`config.mk`:
```
export PLATFORM = sky130hd
export DESIGN_NAME = mem_sequencer
export DESIGN_NICKNAME = d
export VERILOG_FILES = /design/src/rtl/mem_sequencer_pkg.sv /design/src/rtl/bus_watchdog.sv /design/src/rtl/mem_sequencer.sv
export SDC_FILE = /design/constraint.sdc
export NUM_CORES = 1
export LEC_CHECK = 0
export CELL_PAD_IN_SITES_DETAIL_PLACEMENT = 0
export CELL_PAD_IN_SITES_GLOBAL_PLACEMENT = 2
export CORE_MARGIN = 3
export CORE_UTILIZATION = 18
export CTS_BUF_LIST = sky130_fd_sc_hd__clkbuf_8
export DETAILED_ROUTE_END_ITERATION = 6
export PLACE_DENSITY_LB_ADDON = 0.1
export SYNTH_ARGS = -nofsm -noshare
export SYNTH_HDL_FRONTEND = slang
export SYNTH_SLANG_ARGS = --single-unit
export TNS_END_PERCENT = 5
```
`constraint.sdc`:
```
create_clock -name clk -period 2.3 [get_ports clk]
set_clock_uncertainty 0.05 [all_clocks]
set_input_delay 0.46 -clock clk [delete_from_list [all_inputs] [get_ports clk]]
set_output_delay 0.46 -clock clk [all_outputs]
set_load 0.005 [all_outputs]
```
`src/rtl/mem_sequencer_pkg.sv`:
```
// Shared types and constants for the memory sequencer.
// State encoding and the NOP word loaded into instr on reset.
package mem_sequencer_pkg;

  typedef enum logic [2:0] {
    IDLE,
    FETCH,
    EXEC,
    DATA,
    COMMIT,
    ERROR
  } state_e;

  localparam logic [31:0] NOP = 32'h0000_0013;

  function automatic logic is_bus_state(state_e s);
    return (s == FETCH) || (s == DATA);
  endfunction

endpackage

```
`src/rtl/bus_watchdog.sv`:
```
// Bus wait-cycle counter; raises expire_o on the wait cycle
// that brings the count up to Limit.
module bus_watchdog #(
  parameter int Limit = 255
) (
  input  logic clk,
  input  logic rst_n,
  input  logic clear_i,
  input  logic wait_i,
  output logic expire_o
);

  localparam int W = $clog2(Limit + 2);

  logic [W-1:0] cnt_q, cnt_d;

  always_comb begin
    cnt_d = cnt_q;
    if (clear_i) begin
      cnt_d = '0;
    end else if (wait_i) begin
      cnt_d = cnt_q + 1'b1;
    end
  end

  assign expire_o = wait_i & ~clear_i
                  & ((int'(cnt_q) + 1) >= Limit);

  always_ff @(posedge clk or negedge rst_n) begin
    if (!rst_n) begin
      cnt_q <= '0;
    end else begin
      cnt_q <= cnt_d;
    end
  end

endmodule

```
`src/rtl/mem_sequencer.sv`:
```
// Multi-cycle fetch/execute/data sequencer on a valid/ready bus.
// Define MEM_SEQUENCER_TIMEOUT_EN to add the bus wait timeout.
module mem_sequencer
  import mem_sequencer_pkg::*;
#(
  parameter int TimeoutCycles = 255
) (
  input  logic        clk,
  input  logic        reset,
  input  logic [31:0] pc,
  output logic [31:0] instr,
  input  logic [31:0] d_addr,
  input  logic [31:0] d_wdata,
  input  logic [3:0]  d_be,
  input  logic        d_rd,
  input  logic        d_wr,
  input  logic        misaligned_addr,
  output logic [31:0] d_rdata,
  output logic        halted,
  output logic        bus_valid,
  input  logic        bus_ready,
  output logic [31:0] bus_addr,
  output logic [31:0] bus_wdata,
  output logic [3:0]  bus_wstrb,
  input  logic [31:0] bus_rdata,
  output logic        bus_error
);

  state_e      state_q, state_d;
  logic [31:0] instr_q;
  logic [31:0] d_rdata_q;
  logic        halted_q;
  logic        bus_valid_q;
  logic        hs;
  logic        expire;
  logic        mem_op;

  assign hs     = bus_valid_q & bus_ready;
  assign mem_op = (d_rd | d_wr) & ~misaligned_addr;

`ifdef MEM_SEQUENCER_TIMEOUT_EN
  logic bus_error_q;

  bus_watchdog #(
    .Limit(TimeoutCycles)
  ) u_wdog (
    .clk     (clk),
    .rst_n   (reset),
    .clear_i (~bus_valid_q),
    .wait_i  (bus_valid_q & ~bus_ready),
    .expire_o(expire)
  );

  always_ff @(posedge clk or negedge reset) begin
    if (!reset) begin
      bus_error_q <= 1'b0;
    end else if (expire && !bus_ready) begin
      bus_error_q <= 1'b1;
    end
  end

  assign bus_error = bus_error_q;
`else
  assign expire    = 1'b0;
  assign bus_error = 1'b0;
`endif

  always_comb begin
    state_d = state_q;
    unique case (state_q)
      IDLE:   state_d = FETCH;
      FETCH: begin
        if (hs) state_d = EXEC;
        else if (expire) state_d = ERROR;
      end
      EXEC:   state_d = mem_op ? DATA : COMMIT;
      DATA: begin
        if (hs) state_d = COMMIT;
        else if (expire) state_d = ERROR;
      end
      COMMIT: state_d = FETCH;
      ERROR:  state_d = ERROR;
      default: state_d = IDLE;
    endcase
  end

  always_ff @(posedge clk or negedge reset) begin
    if (!reset) begin
      state_q     <= IDLE;
      instr_q     <= NOP;
      d_rdata_q   <= '0;
      halted_q    <= 1'b1;
      bus_valid_q <= 1'b0;
    end else begin
      state_q     <= state_d;
      halted_q    <= (state_d != COMMIT);
      bus_valid_q <= is_bus_state(state_d);
      if (hs && state_q == FETCH) instr_q <= bus_rdata;
      if (hs && state_q == DATA) d_rdata_q <= bus_rdata;
    end
  end

  // Address/data follow the frozen datapath inputs, stable while halted.
  always_comb begin
    bus_addr  = '0;
    bus_wdata = '0;
    bus_wstrb = '0;
    unique case (1'b1)
      (state_q == FETCH): begin
        bus_addr = pc;
      end
      (state_q == DATA): begin
        bus_addr  = {d_addr[31:2], 2'b00};
        bus_wdata = d_wdata;
        bus_wstrb = d_wr ? d_be : 4'b0000;
      end
      default: ;
    endcase
  end

  assign instr     = instr_q;
  assign d_rdata   = d_rdata_q;
  assign halted    = halted_q;
  assign bus_valid = bus_valid_q;

  logic unused;
  assign unused = ^{d_addr[1:0], (TimeoutCycles > 0)};

endmodule

```
==> results of run 1 <==
[state kept, by name (all words and copies together) (netlist names)]
| signal | cells |
|---|---|
| d_rdata | 32 |
| state_q | 3 |
| instr | 32 |
| halted | 1 |
| bus_valid | 1 |
[final cells by class]
type,instances,share of cell area (%)
Sequential cell,69,26.2
Multi-Input combinational cell,156,21.2
Timing Repair Buffer,293,44.7
Tap cell,225,4.25
Inverter,1,0.0567
Clock buffer,12,2.50
Clock inverter,4,1.08
[logic make-up after synthesis]
kind of cell | after synthesis | share of synthesized area [%]
buffers and inverters | 19 | 3.05
AO/OA/AOI/OAI | 37 | 9.72
multiplexers | 64 | 22.5
flip-flops | 69 | 54.0
AND/OR/NAND/NOR | 54 | 10.6
other | 1 | 0.117
[power breakdown]
group | internal, W | switching [W]
sequential | 0.00184 | 0.000310
clock | 0.000696 | 0.000452
combinational | 0.00282 | 0.00147
[worst max-delay path, cell delays in order (launching register included)]
cell	delay (ns)
dfrtp_1	0.38
nand2b_4	0.17
nor2_4	0.12
buf_12	0.16
a22o_1	0.14
clkdlybuf4s50_1	0.50
[per-stage QoR]
stage	power, W	worst slack [ns]
floorplan	0.00364	0.428
global placement	0.00632	0.0611
detailed placement	0.00634	0.0444
CTS	0.00746	-0.199
global route	0.00812	-0.130
finish	0.00759	-0.0314
[worst max path at each step]
stage,endpoint,slack [ns],cells after the start
global route,bus_addr[12],-0.13,5
CTS,bus_addr[13],-0.20,5
finish,bus_addr[12],-0.03,5
floorplan,bus_addr[11],0.43,5
detailed placement,bus_wstrb[2],0.04,5
global placement,bus_addr[6],0.06,5
[placed cells by master (no fill, tap or decap), drive strengths merged, types with 3 or more instances in the layout]
cell             n
clkdlybuf4s50  201
dfrtp           65
mux2            64
dlygate4sd2     55
and2            35
a22o            30
buf             22
clkbuf          18
clkdlybuf4s15    5
and3             4
dfstp            4
dlymetal6s2s     4
nor2             3
nand2b           3
[metal layers]
layer  part of all wire [%]  wire [um]  up-vias
li1                       -          -     1446
met1                     36       4900     1496
met2                     53       7180      144
met3                    8.8       1180       13
met4                    1.8        238        0
met5                      0          0        -
[timing repair]
action,4_1_cts,5_1_grt
gates cloned,2,3
hold buffers,0,0
setup buffers,1,8
pin swaps,3,2
resized for setup,67,17
setup endpoints to repair,68,37
==> impl_metrics.env, run 1 <==
export IMPL_crit_path_max_fanout=17
export IMPL_synth_most_common_cell="dfrtp_1"
export IMPL_postLayoutCoreUtil_pct=38.1
export IMPL_wirelength_mm=13.5
export IMPL_fin_crit_sh_pct=101
export IMPL_cts_tree="yes"
export IMPL_use_met1_pct=14.1
export IMPL_fillers=1725
export IMPL_startpoint_type="register"
export IMPL_cp_required_ns=1.79
export IMPL_grt_antenna_before_repair=0
export IMPL_antenna_left=0
export IMPL_grt_busiest_layer="met2"
export IMPL_leakagePower_nw=2.95
export IMPL_clk_pin_slew_worst_paths_ns=0.07
export IMPL_cp_arrival_ns=1.82
export IMPL_yosys_warnings=0
export IMPL_first_pass_iters=4
export IMPL_cts_sinks=69
export IMPL_routed_via_density=4.08
export IMPL_rr_worst_depth=5
export IMPL_power_density_nw_per_um2=1150
export IMPL_reg2reg_setup_slack_ns=0.45
export IMPL_r2r_end="instr[20]$_DFFE_PN0P_"
export IMPL_max_freq_mhz=429
export IMPL_initial_utilization_pct=18.5
export IMPL_synth_top_area_cell="dfrtp_1"
export IMPL_grt_util_met2_pct=24.1
export IMPL_critPathKind="reg2out"
export IMPL_clk_latency_ns=0.34
export IMPL_finalInstanceArea_um2=6620
export IMPL_cap_violations=0
export IMPL_ios=273
export IMPL_die_area_um2=19400
export IMPL_rows=48
export IMPL_violations="negative setup slack"
export IMPL_yosysTopAreaCellShare_pct=50.8
export IMPL_place_area_um2=6230
export IMPL_crit_start="state_q[2]$_DFF_PN0_"
export IMPL_synth_cell_types=28
export IMPL_drive_gt1_share_pct=21.5
export IMPL_period_needed_ns=2.33
export IMPL_multi_input_area_um2=1400
export IMPL_ys_ff_latch=69
export IMPL_holdWs_ns=0.0712
export IMPL_grt_overflow=0
export IMPL_seqCellArea_um2=1730
export IMPL_worstReg2RegStart="state_q[1]$_DFF_PN0_"
export IMPL_grt_pass1_wl_mm=19.9
export IMPL_vdd_drop_max_v=0.000539
export IMPL_die_w_um=139
export IMPL_finalMaxSlewViolations=0
export IMPL_rsz0062_at_grt="yes"
export IMPL_holdCritPathClass="in2async"
export IMPL_final_cells=760
export IMPL_synth_common_cells="dfrtp_1, mux2_2, and2_1"
export IMPL_core_area_um2=17400
export IMPL_syn_area_per_cell_um2=13.1
export IMPL_placedCellCount=730
export IMPL_synthTopCellsByArea="dfrtp_1, mux2_2, a22o_1"
export IMPL_area_growth_pct=107
export IMPL_die_h_um=139
export IMPL_htreeDepth=3
export IMPL_num_antenna_cells=0
export IMPL_status="finished, violations left"
export IMPL_crit_path_end_kind="primary output"
export IMPL_vias=3099
export IMPL_cts_made_buffers=9
export IMPL_setup_viol=16
export IMPL_drt_iter0_drc=35
export IMPL_track_usage_pct=13.2
export IMPL_wl_per_cell_um=17.8
export IMPL_final_nets=668
export IMPL_setup_tns_final_ns=-0.0791
export IMPL_port_buffers=269
export IMPL_synthCells=244
export IMPL_grt_util_met3_pct=5.29
export IMPL_gp_congestion=0.779
export IMPL_post_route_worst_setup_slack_ns=-0.0314
export IMPL_grt_pass1_vias=3182
export IMPL_synth_edf_count=0
export IMPL_root_buffer="clkbuf_8"
export IMPL_ys_flop_type="dfrtp_1"
export IMPL_syn_area_um2=3200
export IMPL_drc=0
export IMPL_hpwl_mm=9.69
export IMPL_grt_max_degree=70
export IMPL_synth_fp_nets=382
export IMPL_ys_seq_area_share_pct=54.0
export IMPL_synthArstFlopShare_pct=100
export IMPL_clk_path_buf_depth=2
export IMPL_hold_viol=0
No activity file was read; power rests on OpenSTA's default activity.
==> inputs of run 2 (changes only) <==
--- a/config.mk
+++ b/config.mk
@@ -8,10 +8,11 @@
 export CELL_PAD_IN_SITES_DETAIL_PLACEMENT = 0
 export CELL_PAD_IN_SITES_GLOBAL_PLACEMENT = 2
 export CORE_MARGIN = 3
-export CORE_UTILIZATION = 18
+export CORE_UTILIZATION = 19
 export CTS_BUF_LIST = sky130_fd_sc_hd__clkbuf_8
 export DETAILED_ROUTE_END_ITERATION = 6
 export PLACE_DENSITY_LB_ADDON = 0.1
+export SLEW_MARGIN = 10
 export SYNTH_ARGS = -nofsm -noshare
 export SYNTH_HDL_FRONTEND = slang
 export SYNTH_SLANG_ARGS = --single-unit
==> constraint.sdc (replaced) <==
create_clock -name clk -period 3 [get_ports clk]
set_clock_uncertainty 0.05 [all_clocks]
set_input_delay 0.6 -clock clk [delete_from_list [all_inputs] [get_ports clk]]
set_output_delay 0.6 -clock clk [all_outputs]
set_load 0.005 [all_outputs]
==> run 2 against run 1 <==
Against the previous run: non-clock buffer count down 17; the flow now finishes without violations; critical endpoint is now bus_wdata[21]; via count fell by 5.0%; highest routed layer unchanged; critical path type unchanged; core utilization increased by 1.3 points.
==> impl_metrics.env, run 2 (synthesis results as in run 1) <==
export IMPL_gp_congestion=0.703
export IMPL_holdCritPathClass="in2async"
export IMPL_clk_path_buf_depth=2
export IMPL_rsz0062_at_grt="no"
export IMPL_internal_power_w=0.00388
export IMPL_startpoint_type="register"
export IMPL_wirelength_mm=12.9
export IMPL_fillers=1595
export IMPL_setup_viol=0
export IMPL_wl_per_cell_um=17.5
export IMPL_multi_input_area_um2=1390
export IMPL_p_switching_w=0.00159
export IMPL_htreeDepth=3
export IMPL_num_antenna_cells=0
export IMPL_power_frac_clock_pct=13.3
export IMPL_die_area_um2=18500
export IMPL_seqCellArea_um2=1730
export IMPL_rows=46
export IMPL_path_delay_family="buffers and inverters"
export IMPL_critPathKind="reg2out"
export IMPL_crit_path_max_fanout=66
export IMPL_final_nets=651
export IMPL_clk_pin_slew_worst_paths_ns=0.07
export IMPL_switching_share_pct=29.1
export IMPL_setup_tns_final_ns=0
export IMPL_crit_slowest_cell="clkdlybuf4s50_1"
export IMPL_cap_violations=0
export IMPL_cts_made_buffers=9
export IMPL_track_usage_pct=13.1
export IMPL_cp_required_ns=2.35
export IMPL_max_slew_margin_pct=51.0
export IMPL_grt_antenna_before_repair=0
export IMPL_crit_path_end_kind="primary output"
export IMPL_area_growth_pct=98.9
export IMPL_cp_arrival_ns=2.13
export IMPL_ctsHoldBuffers=0
export IMPL_layout_common_cells="clkdlybuf4s50_1, dfrtp_1, mux2_2"
export IMPL_die_h_um=136
export IMPL_worst_slew_pin_slew_ns=0.735
export IMPL_grt_max_degree=67
export IMPL_crit_path_max_incr_delay_ns=0.57
export IMPL_hpwl_mm=10.1
export IMPL_power_density_nw_per_um2=859
export IMPL_holdWs_ns=0.251
export IMPL_vdd_drop_max_v=0.000474
export IMPL_vias=2944
export IMPL_drc=0
export IMPL_combPwrFrac_pct=56.5
export IMPL_status="finished, final reports clean"
export IMPL_initial_utilization_pct=19.8
export IMPL_p_seq_share_pct=30.3
export IMPL_clk_latency_ns=0.35
export IMPL_max_freq_mhz=360
export IMPL_cts_tree="yes"
export IMPL_routed_via_density=4.01
export IMPL_hold_viol=0
export IMPL_antenna_left=0
export IMPL_die_w_um=136
export IMPL_grt_pass1_vias=3001
export IMPL_drt_iter0_drc=65
export IMPL_first_pass_iters=4
export IMPL_post_cts_setup_buffer_count=0
export IMPL_worstPathCellList="nand2b_1 > nor2_4 > buf_12 > and2_1 > clkdlybuf4s50_1"
export IMPL_drive_gt1_share_pct=17.4
export IMPL_cts_repair_resized=0
export IMPL_worst_path_buf_inv=2
export IMPL_fin_crit_sh_pct=92.6
export IMPL_port_buffers=269
export IMPL_finalMaxSlewViolations=0
export IMPL_grt_pass1_wl_mm=18.2
export IMPL_cts_sinks=69
export IMPL_leakagePower_nw=2.54
export IMPL_grt_overflow=0
export IMPL_ios=273
export IMPL_layout_commonest_cell="clkdlybuf4s50_1"
export IMPL_core_area_um2=16200
export IMPL_root_buffer="clkbuf_8"
export IMPL_period_needed_ns=2.78
-- run 2: changes by cell type in the layout (fill, tap and decap cells not counted), sizes merged --
cell	change
dlymetal6s2s	-4
clkdlybuf4s15	-5
dlygate4sd2	-55
buf	-14
clkbuf	-8
bufinv	-1
clkinv	+1
clkinvlp	-1
inv	+3
clkdlybuf4s50	+67
-- run 2: power groups by stage --
stage | Combinational (W) | Sequential, W | Clock, W
after floorplan | 0.00110 | 0.00169 | 0
after global placement | 0.00316 | 0.00166 | 0
after detailed placement | 0.00316 | 0.00168 | 0
after CTS | 0.00317 | 0.00167 | 0.000775
after global routing | 0.00333 | 0.00173 | 0.000814
final | 0.00309 | 0.00166 | 0.000727
-- run 2: final cells by class --
class,instances,share of cell area (%)
Timing Repair Buffer,276,43.8
Sequential cell,69,27.2
Multi-Input combinational cell,156,21.8
Tap cell,216,4.24
Clock buffer,10,2.16
Clock inverter,6,0.785
Inverter,1,0.0589
-- run 2: routing by layer --
layer  GRT usage [%]  wire length, um  up-vias
li1                -                -     1411
met1            13.8             4600     1391
met3            5.29             1140       10
met4            3.30              145        0
met2            24.2             6990      132
met5               0                0        -
-- run 2: path summary, 6_finish.rpt --
kind / startpoint / to / slack (ns) / depth (start not counted)
min: reset / d_rdata[15]$_DFFE_PN0P_ / 0.25 / 1
max reg2reg: state_q[1]$_DFF_PN0_ / instr[28]$_DFFE_PN0P_ / 1.24 / 4
max: state_q[0]$_DFF_PN0_ / bus_wdata[21] / 0.22 / 5
min in group clk: d_rdata[25]$_DFFE_PN0P_ / d_rdata[25]$_DFFE_PN0P_ / 0.44 / 1
min reg2reg: d_rdata[25]$_DFFE_PN0P_ / d_rdata[25]$_DFFE_PN0P_ / 0.44 / 1
max in group asynchronous: reset / halted$_DFF_PN1_ / 1.91 / 2
-- run 2: metrics by stage --
step / util, % / setup slack [ns] / instance area (um^2) / cells / total power (W)
4_1_cts: 39.4 / 0.164 / 6370 / 734 / 0.00562
3_3_place_gp: 38.3 / 0.493 / 6190 / 718 / 0.00482
3_5_place_dp: 38.3 / 0.490 / 6190 / 718 / 0.00484
2_1_floorplan: - / 0.988 / 3200 / 244 / 0.00279
5_1_grt: 39.4 / 0.0698 / 6370 / 734 / 0.00587
6_report: 39.4 / 0.221 / 6370 / 734 / 0.00547
==> inputs of run 3 (changes only) <==
--- a/config.mk
+++ b/config.mk
@@ -5,6 +5,7 @@
 export SDC_FILE = /design/constraint.sdc
 export NUM_CORES = 1
 export LEC_CHECK = 0
+export CAP_MARGIN = 30
 export CELL_PAD_IN_SITES_DETAIL_PLACEMENT = 0
 export CELL_PAD_IN_SITES_GLOBAL_PLACEMENT = 2
 export CORE_MARGIN = 3
==> results of run 3 <==
The final DEF is identical to that of run 2; final timing and power are the same.
